[config.mk]
export PLATFORM = sky130hd
export DESIGN_NAME = uart_tx_cfg_flat
export DESIGN_NICKNAME = d
export VERILOG_FILES = /design/src/rtl/uart_tx_cfg_if.sv /design/src/rtl/uart_tx_cfg.sv /design/src/flat_wrapper.sv
export SDC_FILE = /design/constraint.sdc
export NUM_CORES = 1
export LEC_CHECK = 0
export CORE_ASPECT_RATIO = 0.8
export CORE_MARGIN = 4
export CORE_UTILIZATION = 52
export CTS_BUF_LIST = sky130_fd_sc_hd__clkbuf_8
export CTS_CLUSTER_DIAMETER = 150
export DETAILED_ROUTE_END_ITERATION = 6
export GPL_TIMING_DRIVEN = 1
export PLACE_DENSITY = 0.84
export SLEW_MARGIN = 40
export SYNTH_ARGS = -nofsm -noshare
export SYNTH_HDL_FRONTEND = slang
export SYNTH_SLANG_ARGS = --single-unit
[constraint.sdc]
create_clock -name clk -period 5.6 [get_ports clk]
set_clock_uncertainty 0.2 [all_clocks]
set_input_delay 1.68 -clock clk [delete_from_list [all_inputs] [get_ports clk]]
set_output_delay 1.68 -clock clk [all_outputs]
set_load 0.1 [all_outputs]
[src/rtl/uart_tx_cfg_if.sv]
// Input word stream into the configurable UART transmitter: a plain valid/ready push port.
interface uart_tx_cfg_if #(
  parameter int DATA_W = 8
);
  logic [DATA_W-1:0] in_data;
  logic              in_valid;
  logic              in_ready;

  modport master (output in_data, output in_valid, input  in_ready);
  modport slave  (input  in_data, input  in_valid, output in_ready);
endinterface

[src/rtl/uart_tx_cfg.sv]
// Configurable UART transmitter: small TX FIFO feeding a frame serializer with
// runtime baud divisor, parity mode and stop-bit count latched per frame.
module uart_tx_cfg #(
  parameter int DATA_W     = 8,
  parameter int DIV_W      = 16,
  parameter int FIFO_DEPTH = 4
) (
  input  logic                             clk,
  input  logic                             rst_n,
  uart_tx_cfg_if.slave                     in_if,
  input  logic [DIV_W-1:0]                 cfg_baud_div,
  input  logic [1:0]                       cfg_parity,
  input  logic                             cfg_stop2,
  output logic                             tx,
  output logic                             busy,
  output logic                             done,
  output logic [$clog2(FIFO_DEPTH+1)-1:0]  fifo_level
);
  localparam int LVL_W = $clog2(FIFO_DEPTH + 1);
  localparam int PTR_W = $clog2(FIFO_DEPTH);
  localparam int BIT_W = 4;

  typedef enum logic [2:0] {
    IDLE   = 3'd0,
    START  = 3'd1,
    DATA   = 3'd2,
    PARITY = 3'd3,
    STOP   = 3'd4
  } state_e;

  // ---------------- FIFO ----------------
  logic [DATA_W-1:0] mem_q [FIFO_DEPTH];
  logic [PTR_W-1:0]  wr_ptr_q, rd_ptr_q;
  logic [LVL_W-1:0]  level_q, level_d;
  logic              push, pop;
  logic [DATA_W-1:0] head;

  assign in_if.in_ready = (level_q != LVL_W'(FIFO_DEPTH));
  // Full refuses the push even when a pop frees a slot this cycle.
  assign push = in_if.in_valid & in_if.in_ready;
  assign head = mem_q[rd_ptr_q];

  always_comb begin
    level_d = level_q;
    case ({push, pop})
      2'b10:   level_d = level_q + LVL_W'(1);
      2'b01:   level_d = level_q - LVL_W'(1);
      default: level_d = level_q;
    endcase
  end

  always_ff @(posedge clk) begin
    if (!rst_n) begin
      wr_ptr_q <= '0;
      rd_ptr_q <= '0;
      level_q  <= '0;
    end else begin
      if (push) wr_ptr_q <= wr_ptr_q + PTR_W'(1);
      if (pop)  rd_ptr_q <= rd_ptr_q + PTR_W'(1);
      level_q <= level_d;
    end
  end

  always_ff @(posedge clk) begin
    if (push) mem_q[wr_ptr_q] <= in_if.in_data;
  end

  // ---------------- serializer ----------------
  state_e            state_q, state_d;
  logic [DIV_W-1:0]  cnt_q, cnt_d;
  logic [BIT_W-1:0]  bit_q, bit_d;
  logic [DATA_W-1:0] shift_q, shift_d;
  logic [DIV_W-1:0]  div_q;
  logic              par_en_q, par_bit_q, stop2_q;
  logic              tx_q, tx_d;
  logic              busy_q, done_q, done_d;
  logic              load;
  logic              period_end;

  // Divisor 0 and 1 both give a one-clock bit period.
  assign period_end = (div_q <= DIV_W'(1)) || (cnt_q == div_q - DIV_W'(1));

  always_comb begin
    state_d = state_q;
    cnt_d   = period_end ? '0 : cnt_q + DIV_W'(1);
    bit_d   = bit_q;
    shift_d = shift_q;
    done_d  = 1'b0;
    load    = 1'b0;
    tx_d    = 1'b1;

    case (state_q)
      IDLE: begin
        cnt_d = '0;
        if (level_q != '0) load = 1'b1;
      end
      START: begin
        tx_d = 1'b0;
        if (period_end) begin
          state_d = DATA;
          bit_d   = '0;
        end
      end
      DATA: begin
        tx_d = shift_q[0];
        if (period_end) begin
          shift_d = shift_q >> 1;
          if (bit_q == BIT_W'(DATA_W - 1)) begin
            state_d = par_en_q ? PARITY : STOP;
            bit_d   = '0;
          end else begin
            bit_d = bit_q + BIT_W'(1);
          end
        end
      end
      PARITY: begin
        tx_d = par_bit_q;
        if (period_end) begin
          state_d = STOP;
          bit_d   = '0;
        end
      end
      STOP: begin
        if (period_end) begin
          if (!stop2_q || bit_q != '0) begin
            done_d = 1'b1;
            // Chain straight into the next frame when a word is waiting.
            if (level_q != '0) load = 1'b1;
            else               state_d = IDLE;
          end else begin
            bit_d = BIT_W'(1);
          end
        end
      end
      default: state_d = IDLE;
    endcase

    if (load) begin
      state_d = START;
      cnt_d   = '0;
      bit_d   = '0;
      shift_d = head;
    end
  end

  assign pop = load;

  always_ff @(posedge clk) begin
    if (!rst_n) begin
      state_q   <= IDLE;
      cnt_q     <= '0;
      bit_q     <= '0;
      shift_q   <= '0;
      div_q     <= '0;
      par_en_q  <= 1'b0;
      par_bit_q <= 1'b0;
      stop2_q   <= 1'b0;
      tx_q      <= 1'b1;
      busy_q    <= 1'b0;
      done_q    <= 1'b0;
    end else begin
      state_q <= state_d;
      cnt_q   <= cnt_d;
      bit_q   <= bit_d;
      shift_q <= shift_d;
      tx_q    <= tx_d;
      busy_q  <= (state_d != IDLE);
      done_q  <= done_d;
      if (load) begin
        div_q     <= cfg_baud_div;
        par_en_q  <= (cfg_parity == 2'd1) || (cfg_parity == 2'd2);
        par_bit_q <= (cfg_parity == 2'd2) ? ~^head : ^head;
        stop2_q   <= cfg_stop2;
      end
    end
  end

  assign tx         = tx_q;
  assign busy       = busy_q;
  assign done       = done_q;
  assign fifo_level = level_q;
endmodule

[src/flat_wrapper.sv]
// flat-port wrapper written by rule: the top's interface ports become plain ports
module uart_tx_cfg_flat 
#(
  parameter int DATA_W     = 8,
  parameter int DIV_W      = 16,
  parameter int FIFO_DEPTH = 4
)
  (clk, rst_n, cfg_baud_div, cfg_parity, cfg_stop2, tx, busy, done, fifo_level, in_if_in_data, in_if_in_valid, in_if_in_ready);
  uart_tx_cfg_if #(.DATA_W(DATA_W)) in_if_i ();
  input  logic clk;
  input  logic rst_n;
  input  logic [DIV_W-1:0] cfg_baud_div;
  input  logic [1:0] cfg_parity;
  input  logic cfg_stop2;
  output logic tx;
  output logic busy;
  output logic done;
  output logic [$clog2(FIFO_DEPTH+1)-1:0] fifo_level;
  input wire logic [$bits(in_if_i.in_data)-1:0] in_if_in_data;
  input wire logic [$bits(in_if_i.in_valid)-1:0] in_if_in_valid;
  output wire logic [$bits(in_if_i.in_ready)-1:0] in_if_in_ready;
  assign in_if_i.in_data = in_if_in_data;
  assign in_if_i.in_valid = in_if_in_valid;
  assign in_if_in_ready = in_if_i.in_ready;
  uart_tx_cfg #(.DATA_W(DATA_W), .DIV_W(DIV_W), .FIFO_DEPTH(FIFO_DEPTH)) u_core (.clk(clk), .rst_n(rst_n), .in_if(in_if_i), .cfg_baud_div(cfg_baud_div), .cfg_parity(cfg_parity), .cfg_stop2(cfg_stop2), .tx(tx), .busy(busy), .done(done), .fifo_level(fifo_level));
endmodule
==> summary.md, run 1 <==
| Metric | Value |
|---|---|
| Status | finished, final reports clean |
| Sequential group share of total power | 35.8% |
| GPL Wtd Cong | a little over 0.9 |
| Row count | 30 |
| First-pass GRT wire length | around 16000 microns |
| H-tree Lvls | 3 |
| Sinks on the clock net | 94 |
| Syn Area/Cell | approximately 10 sq um |
| WS Path Type | reg2reg |
| Async S/R FF share, synth | 0% |
| Remaining global-route overflow | 0 |
| TritonRoute pass-1 iters | 5 |
| Global Route Usage Sum | a little under a fifth |
| CP startpoint kind | flip-flop |
| Reg clk slew, reported paths | roughly 0.090 ns |
| Synth top cells by count | dfxtp_1 (62), nor2_1 (60), edfxtp_1 (32), mux2i_1 (26), xnor2_1 (26) |
| Final period util | 76.58% |
| TNS Setup | 0 ns |
| Sw frac | a little over two fifths |
| Largest net degree at the start of global routing | 36 |
| Clock share of power | ~15% |
| MaxCap Viol Count | 0 |
| Class of the tightest hold or removal check | reg2reg |
| Endpoints failing hold | 0 |
| Vias in the first global route | around 3300 |
| WL/cell | about 16 microns |
| Via count of the routed design | between 3000 and 4000 |
| Mapped Nets | 486 |
| Root Driver | clkbuf_8 |
| Core Area | ~8600 sq um |
| Crit-path cells | or4_1 -> or2_1 -> nor4_2 -> o22ai_1 -> nor4_4 -> o21ai_4 -> inv_2 -> ha_1 -> inv_1 -> fa_1 -> xor2_1 -> or3_1 -> a21oi_1 |
| DP HPWL | between 6000 and 7000 microns |
| Final critical-path setup slack | about 1.3 ns |
| Area share of the largest cell type after synthesis | between 20% and 30% |
| NetSw | roughly 1.2 mW |
| Share of cells above drive strength 1 | approximately a tenth |
| Minimum clock period after layout | between 4 and 5 ns |
| Most frequent cell after synthesis | dfxtp_1 |
| DRC | 0 |
| Worst skew pair latency | 0.36 ns |
| Chip Width | roughly 110 microns |
| Combinational Power Share | between 40% and 50% |
| Post-Route WL | about 9600 microns |
| Final setup violation count | 0 |
| Iter 0 DRT Violations | 208 |
| Die area | 10440 sq um |
| GR Layer Usage met2 | between 20% and 30% |
| Pwr/cell area | ~520 nW/um^2 |
| Slowest CP cell | or4_1 |
| Vias/cell | a little under 6 |
| Final Max Tran Viols | 0 |
| Register area share after synthesis | 47.81% |
| Dominant cell type by area after synthesis | dfxtp_1 |
| GRT Max-Usage Layer | met2 |
| Ys flop type | dfxtp_1 |
| FF+latch count, synth | between 90 and 100 |
| Post-synth EDFFs | 32 |
| Final-stage net count | slightly above 500 |
| CTS tree | done |
| Initial antenna violation count | 0 |
| Clock Tree Buf Depth | 2 |
| Synthesized instance count | ~440 |
| Worst slew pin tran | about 0.73 ns |
| Internal Power | roughly 1.6 mW |
| Initial Util | a little over half |
| Synth unique cells | 55 |
| Area contributors post-synth | dfxtp_1 (27%), edfxtp_1 (21%), mux2i_1 (5.7%) |
| Crit end category | flip-flop |
| Hold Buf Count CTS | 0 |
| Cell area after synthesis | 4606 sq um |
| Post-CTS Setup Bufs | 0 |
| CP max stage delay | around 0.76 ns |
| Worst relative slew slack | roughly half |
| RSZ-0062 raised after global routing | false |
| GR Layer Usage met3 | approximately 4.5% |
| F_max | about 0.23 GHz |
| Ys Warns | 0 |
| PortBufs | 36 |
| CP arrival | 4.38 ns |
| Buf/Inv on CP | 2 |
| Critical-path maximum fanout | 10 |
| Total CTS buffers | 9 |
| Pre-CTS setup slack | approximately 1.2 ns |
| GRT met1 Usage | roughly a quarter |
| Leak | 1.943 nW |
| CP top delay family | simple AND/OR/NAND/NOR gates |
| Required @ worst endpoint | between 5 and 6 ns |
| DRT antenna net count | 0 |
| P&R area growth vs syn | 13.28% |
| Die H | approximately 92 microns |
| Boundary pin count | 37 |
| Maximum vdd drop | 403.6 uV |
| Ant diodes | 0 |
| CTS resizes | 0 |
placed cells by master (no fill, tap or decap), types with 3 or more instances in the layout:
| master | n |
|---|---|
| o21bai_1 | 4 |
| clkdlybuf4s50_1 | 29 |
| a31oi_1 | 3 |
| dfxtp_1 | 62 |
| nand2_1 | 15 |
| buf_2 | 7 |
| nand2b_1 | 6 |
| or3_1 | 5 |
| nor2_1 | 60 |
| clkbuf_8 | 9 |
| o31ai_1 | 5 |
| and2_1 | 3 |
| o21ai_0 | 21 |
| xor2_1 | 17 |
| a21oi_1 | 17 |
| xnor2_1 | 26 |
| or4_1 | 5 |
| inv_1 | 21 |
| or2_1 | 3 |
| edfxtp_1 | 32 |
| and3_1 | 11 |
| buf_4 | 3 |
| mux4_2 | 8 |
| nand4_1 | 7 |
| mux2i_1 | 26 |
| o211ai_1 | 4 |
| nand3_1 | 8 |
| ha_1 | 11 |
| nor4_2 | 4 |
| a211oi_1 | 3 |
| nor3_1 | 6 |
state kept, by name, summed over array words and instances, names as in the netlist, 2 cells and up, named ones only:
signal	count
u_core.mem_q	32
u_core.cnt_q	16
u_core.div_q	16
u_core.shift_q	8
u_core.bit_q	4
u_core.fifo_level	3
u_core.state_q	3
u_core.rd_ptr_q	2
u_core.wr_ptr_q	2
final cells by class:
cell class / count / area, sq um
fillers: 709 / 3341
multi-input cells: 311 / 2268
flip-flops and latches: 94 / 2202
repair buffers: 39 / 347.8
well taps: 112 / 140.1
clock buffers: 9 / 123.9
inverters: 21 / 78.83
clock inverters: 7 / 56.30
worst register-to-register path, cell delays in order (launching register included):
cell and delay, ns:
dfxtp_1 0.37, or4_1 0.76, or2_1 0.35, nor4_2 0.28, o22ai_1 0.16, nor4_4 0.53
o21ai_4 0.10, inv_2 0.16, ha_1 0.23, inv_1 0.08, fa_1 0.38, xor2_1 0.16
or3_1 0.32, a21oi_1 0.15
power by group through the flow:
stage / clock [mW] / sequential [mW] / combinational (mW)
3_5_place_dp: 0 / 0.993 / 1.31
3_3_place_gp: 0 / 0.985 / 1.29
4_1_cts: 0.426 / 0.976 / 1.32
6_report: 0.419 / 0.981 / 1.34
2_1_floorplan: 0 / 1.02 / 1.01
5_1_grt: 0.457 / 1.00 / 1.46
final timing paths:
kind                                        endpoint          startpoint  slack (ns)  cells past startpoint
worst max-delay path            u_core.fifo_level[2]     u_core.div_q[0]        1.31                     13
worst min-delay path                       flip-flop  u_core.rd_ptr_q[1]        0.29                      2
worst max register to register  u_core.fifo_level[2]     u_core.div_q[0]        1.31                     13
worst min register to register             flip-flop  u_core.rd_ptr_q[1]        0.29                      2
layer usage:
metal,share of wire [%],routed length [microns]
met3,6.6,633
met2,46,4417
met5,0,0
met1,46,4433
met4,1.1,110
cell families after synthesis:
group                      after synthesis  share of synthesized area (%)
xor gates and xnor gates                43                          8.177
buffers and inverters                   39                          3.342
AOI/OAI and AO/OA                       76                          10.92
DFF                                     94                          47.81
muxes                                   34                          9.563
adders and majority gates               12                          3.423
and+or+nand+nor                        146                          16.76
through the flow:
step | cell area [sq um] | std cells | hold slack, ns | power (mW) | util [%]
6_report | 5218 | 593 | 0.2945 | 2.739 | 60.96
3_3_place_gp | 5061 | 577 | 0.2555 | 2.270 | 59.14
2_1_floorplan | 4606 | 444 | 0.2357 | 2.031 | -
5_1_grt | 5218 | 593 | 0.3157 | 2.917 | 60.96
3_5_place_dp | 5026 | 577 | 0.2823 | 2.306 | 58.73
4_1_cts | 5206 | 593 | 0.2963 | 2.726 | 60.83
Power figures use the tool's default switching activity.
==> run 2: changes to the inputs <==
Clock period 5.6 ns to 4.47 ns, I/O delays scaled along.
==> summary.md, run 2 (synthesis gave the netlist of run 1 again) <==
| Metric | Value |
|---|---|
| Status | finished, final reports clean |
| MaxCap Viol Count | 0 (unchanged) |
| Final Max Tran Viols | 0 (unchanged) |
| Core Area | 8558 sq um (unchanged) |
| GPL Wtd Cong | 0.8694 (-5.8%) |
| CP top delay family | simple AND/OR/NAND/NOR gates |
| Row count | 30 (unchanged) |
| R2R Setup Slk | 0.49 ns (-0.82 ns) |
| Power, Total | 3.430 mW (+25%) |
| Minimum clock period after layout | 3.976 ns (-0.3124 ns) |
| Global Route Usage Sum | 18.55% (-0.49 points) |
| Vias in the first global route | 3197 (-3.1%) |
| Worst slew pin tran | 0.6460 ns (-0.08672 ns) |
| Pwr/cell area | 655.4 nW/um^2 (+25%) |
| Share of cells above drive strength 1 | 9.938% (+0.37 points) |
| TritonRoute pass-1 iters | 5 (unchanged) |
| Maximum vdd drop | 502.3 uV (+24%) |
| RSZ-0062 raised after global routing | false |
| Final setup violation count | 0 (unchanged) |
| WS Path Type | reg2reg |
| Fillers | 720 (+1.6%) |
| GRT Max-Usage Layer | met2 |
| GR Layer Usage met2 | 27.86% (-2.0 points) |
| Commonest cells after routing, fill and taps aside | dfxtp_1 (62), nor2_1 (60), edfxtp_1 (32) |
| Worst skew pair latency | 0.37 ns (about the same) |
| Hold Buf Count CTS | 0 (unchanged) |
| Layout Cells excl Fill | 595 (+0.34%) |
| Crit-path cells | or4_1 -> or2_1 -> a2111oi_2 -> nor2_1 -> nor4_4 -> o21ai_4 -> inv_2 -> ha_1 -> inv_1 -> fa_1 -> xor2_1 -> or3_1 -> a21oi_1 |
| Sinks on the clock net | 94 (unchanged) |
| Final-stage net count | 520 (+0.39%) |
| Root Driver | clkbuf_8 |
| Largest register FFs | 32 (unchanged) |
| Initial Util | 53.82% (unchanged) |
| H-tree Lvls | 3 (unchanged) |
| Total CTS buffers | 9 (unchanged) |
| Vias/cell | 5.728 (-1.3%) |
| CP max stage delay | 0.76 ns (about the same) |
| Via count of the routed design | 3408 (-0.99%) |
| Buf/Inv on CP | 2 (unchanged) |
| Critical-path maximum fanout | 10 (unchanged) |
| PortBufs | 36 (unchanged) |
| Die H | 92.18 microns (unchanged) |
| Clock Tree Buf Depth | 2 (unchanged) |
| CP arrival | 4.07 ns (-0.31 ns) |
| Top Registers | u_core.mem_q (32), u_core.cnt_q (16), u_core.div_q (16) |
| CTS resizes | 0 (unchanged) |
| Final Hold Slack | 0.2878 ns (-0.006659 ns) |
| Final period util | 88.95% (+12 points) |
| # placed instances | 579 (+0.35%) |
| Crit end category | flip-flop |
| DRC | 0 (unchanged) |
| Reg clk slew, reported paths | 0.09 ns (about the same) |
| WL/cell | 15.91 microns (-1.7%) |
| CP startpoint kind | flip-flop |
| Biggest register | u_core.mem_q |
| Slowest CP cell | or4_1 |
| Die area | 10440 sq um (unchanged) |
| Most common cell after layout, fill and taps aside | dfxtp_1 |
| Post-Route WL | 9465 microns (-1.3%) |
| Boundary pin count | 37 (unchanged) |
| Leak | 1.958 nW (+0.77%) |
| DP HPWL | 6835 microns (-2.1%) |
| First-pass GRT wire length | 15430 microns (-3.6%) |
| Required @ worst endpoint | 4.57 ns (-1.13 ns) |
| Class of the tightest hold or removal check | reg2reg |
| Largest net degree at the start of global routing | 36 (unchanged) |
| GR Layer Usage met3 | 5.079% (+0.59 points) |
| Chip Width | 113.2 microns (unchanged) |
| GRT met1 Usage | 26.08% (-0.48 points) |
| Initial antenna violation count | 0 (unchanged) |
| P&R area growth vs syn | 13.64% |
| Endpoints failing hold | 0 (unchanged) |
| Post-CTS Setup Bufs | 0 (unchanged) |
| Ant diodes | 0 (unchanged) |
| Worst relative slew slack | 56.34% (+5.6 points) |
| Remaining global-route overflow | 0 (unchanged) |
| CTS tree | done |
| DRT antenna net count | 0 (unchanged) |
| TNS Setup | 0 ns (unchanged) |
| Iter 0 DRT Violations | 241 (+16%) |
| F_max | 0.2515 GHz (+7.9%) |
-- run 2: cell types whose count changed in the layout (fill, tap and decap cells not counted) --
cell / previous run / this run
buf_4: 3 / 6
buf_2: 7 / 6
clkinv_4: 0 / 1
clkinvlp_4: 1 / 0
inv_6: 2 / 3
inv_8: 2 / 1
-- run 2: metrics by stage --
step | instance area [sq um] | util [%] | setup WS, ns
after floorplan | 4606 | - | 0.4246
after global placement | 5074 | 59.28 | 0.5553
after detailed placement | 5044 | 58.93 | 0.3746
after CTS | 5223 | 61.02 | 0.3606
after global routing | 5234 | 61.16 | 0.2577
final | 5234 | 61.16 | 0.4941
-- run 2: metal layers --
layer	wire, microns	vias up
li1	-	1662
met1	4484	1620
met2	4233	116
met3	616	10
met4	130	0
met5	0	-
-- run 2: power breakdown --
part	internal (mW)	switching (mW)	leakage (nW)
sequential	1.05	0.177	0.800
combinational	0.700	0.985	1.06
clock	0.210	0.307	0.0977
total	1.96	1.47	1.96
-- run 2: final cells by class --
class	count	area [sq um]	share of cell area, %
Multi-Input combinational cell	311	2268	43.34
Clock inverter	7	55.05	1.052
Inverter	21	78.83	1.506
Tap cell	112	140.1	2.677
Sequential cell	94	2202	42.08
Timing Repair Buffer	41	365.4	6.981
Clock buffer	9	123.9	2.367
-- run 2: worst paths after layout --
path                        start                   end  depth (start not counted)
setup / recovery  u_core.div_q[0]  u_core.fifo_level[2]                         13
setup reg to reg  u_core.div_q[0]  u_core.fifo_level[2]                         13
hold reg to reg   u_core.cnt_q[0]       u_core.cnt_q[0]                          1
hold / removal    u_core.cnt_q[0]       u_core.cnt_q[0]                          1
==> run 3: changes to the inputs <==
Settings changed: GPL_TIMING_DRIVEN 1 to 0, SKIP_CTS_REPAIR_TIMING from default to 1, SLEW_MARGIN 40 to 20.
==> summary.md, run 3 (synthesis gave the netlist of run 1 again) <==
| Metric | Value |
|---|---|
| CP top delay family | simple AND/OR/NAND/NOR gates |
| Buf/Inv on CP | 4 (+2) |
| Final-stage net count | 536 (+3.1%) |
| DRT antenna net count | 0 (unchanged) |
| Die H | 92.18 microns (unchanged) |
| Sinks on the clock net | 94 (unchanged) |
| Fillers | 695 (-3.5%) |
| CP arrival | 4.41 ns (+0.34 ns) |
| Root Driver | clkbuf_8 |
| Vias/cell | 5.863 (+2.4%) |
| Iter 0 DRT Violations | 241 (unchanged) |
| CTS tree | done |
| Crit end category | flip-flop |
| Worst slew pin tran | 0.9915 ns (+0.3455 ns) |
| TritonRoute pass-1 iters | 7 (+2) |
| Die area | 10440 sq um (unchanged) |
| Crit-path cells | inv_1 -> ha_2 -> nor3b_4 -> a31oi_1 -> nor4b_2 -> nand4_1 -> nor4_4 -> buf_4 -> o21ai_2 -> inv_2 -> ha_1 -> inv_1 -> fa_1 -> xor2_1 -> or3_1 -> a21oi_1 |
| DRC | 0 (unchanged) |
| Worst relative slew slack | 33.69% (-23 points) |
| Post-layout util | 62.66% (+1.5 points) |
| Final period util | 96.70% (+7.7 points) |
| Largest net degree at the start of global routing | 20 (-44%) |
| Endpoints failing hold | 0 (unchanged) |
| Boundary pin count | 37 (unchanged) |
| Global Route Usage Sum | 19.64% (+1.1 points) |
| Clock Tree Buf Depth | 2 (unchanged) |
| Critical-path maximum fanout | 9 (-1) |
| Vias in the first global route | 3443 (+7.7%) |
| Largest register FFs | 32 (unchanged) |
| Post-Route WL | 10130 microns (+7.1%) |
| Most used cell, CP | inv_1 |
| Share of cells above drive strength 1 | 9.619% (-0.32 points) |
| Total CTS buffers | 9 (unchanged) |
| Reg clk slew, reported paths | 0.10 ns (about the same) |
| Class of the tightest hold or removal check | reg2reg |
| Layout Cells excl Fill | 611 (+2.7%) |
| Row count | 30 (unchanged) |
| CP startpoint kind | flip-flop |
| Final Max Tran Viols | 0 (unchanged) |
| Via count of the routed design | 3582 (+5.1%) |
| Maximum vdd drop | 442.5 uV (-12%) |
| PortBufs | 36 (unchanged) |
| Dpl cell area | 5106 sq um (+1.2%) |
| Crit path launch | u_core.div_q[0] |
| H-tree Lvls | 3 (unchanged) |
| WS Path Type | reg2reg |
| CP max stage delay | 0.39 ns (-0.37 ns) |
| Ant diodes | 0 (unchanged) |
| Most common cell after layout, fill and taps aside | dfxtp_1 |
| Worst skew pair latency | 0.36 ns (about the same) |
| # placed instances | 592 (+2.2%) |
| Final setup violation count | 0 (unchanged) |
| Pwr/cell area | 660.0 nW/um^2 (+0.70%) |
| Fin area | 5363 sq um (+2.5%) |
| F_max | 0.2314 GHz (-8.0%) |
| P&R area growth vs syn | 16.44% |
| Remaining global-route overflow | 0 (unchanged) |
| Top Registers | u_core.mem_q (32), u_core.cnt_q (16), u_core.div_q (16) |
| WL/cell | 16.59 microns (+4.3%) |
| Slowest CP cell | nor3b_4 |
| Minimum clock period after layout | 4.322 ns (+0.3464 ns) |
| First-pass GRT wire length | 16570 microns (+7.4%) |
| Status | finished, final reports clean |
| Commonest cells after routing, fill and taps aside | dfxtp_1 (62), nor2_1 (60), clkdlybuf4s50_1 (36) |
| Initial antenna violation count | 0 (unchanged) |
| Chip Width | 113.2 microns (unchanged) |
| Biggest register | u_core.mem_q |
| Required @ worst endpoint | 4.56 ns (about the same) |
| Reg-to-reg critical path startpoint | u_core.div_q[0] |
| Hold_sp | u_core.shift_q[7] |
| Core Area | 8558 sq um (unchanged) |
| MaxCap Viol Count | 0 (unchanged) |
| Power, Total | 3.540 mW (+3.2%) |
| GPL Wtd Cong | 0.8968 (+3.2%) |
| Leak | 1.989 nW (+1.6%) |
| DP HPWL | 7465 microns (+9.2%) |
| Initial Util | 53.82% (unchanged) |
## run 3: changes by cell type in the layout (fill, tap and decap cells not counted), sizes merged
cell,change
inv,-1
buf,-1
clkbuf,+10
clkdlybuf4s50,+7
clkinvlp,+1
## run 3: path summary, 6_finish.rpt
path / end / slack [ns] / cells after the start
max: u_core.fifo_level[2] / 0.15 / 16
min reg2reg: u_core.shift_q[7] / 0.28 / 2
min: u_core.shift_q[7] / 0.28 / 2
max reg2reg: u_core.fifo_level[2] / 0.15 / 16
## run 3: layout make-up
type | instances | area, sq um | share of cell area, %
Multi-Input combinational cell | 311 | 2285 | 42.60
Sequential cell | 94 | 2202 | 41.06
Timing Repair Buffer | 39 | 382.9 | 7.140
Tap cell | 112 | 140.1 | 2.613
Clock buffer | 9 | 123.9 | 2.310
Inverter | 21 | 78.83 | 1.470
Clock inverter | 7 | 75.07 | 1.400
Buffer | 18 | 75.07 | 1.400
## run 3: report_power, final
| group | total, mW | switching [mW] | internal (mW) |
|---|---|---|---|
| registers | 1.20 | 0.145 | 1.05 |
| logic | 1.79 | 1.06 | 0.727 |
| clock network | 0.553 | 0.331 | 0.222 |
| total | 3.54 | 1.54 | 2.00 |
## run 3: through the flow
step	TNS [ns]	hold WS (ns)	worst slack (ns)
final	0	0.2832	0.1477
after global routing	-0.04358	0.3149	-0.04358
after CTS	-0.5119	0.2865	-0.3772
after detailed placement	-0.4424	0.2731	-0.3357
after global placement	-0.1413	0.2511	-0.1413
after floorplan	0	0.2357	0.4246
## run 3: per-layer routing
layer	share of wire, %	wire [microns]	vias to the layer above	GRT usage (%)
li1	-	-	1702	-
met1	45	4577	1743	26.10
met2	47	4794	126	31.80
met3	6.4	649	11	4.683
met4	1.1	113	0	6.006
met5	0	0	-	0
## run 3: worst register-to-register path, cell delays in order (launching register included)
cell and delay [ns]:
dfxtp_1 0.38, inv_1 0.08, ha_2 0.25, nor3b_4 0.39, a31oi_1 0.23, nor4b_2 0.34
nand4_1 0.21, nor4_4 0.30, buf_4 0.21, o21ai_2 0.18, inv_2 0.20, ha_1 0.22
inv_1 0.06, fa_1 0.38, xor2_1 0.17, or3_1 0.32, a21oi_1 0.14
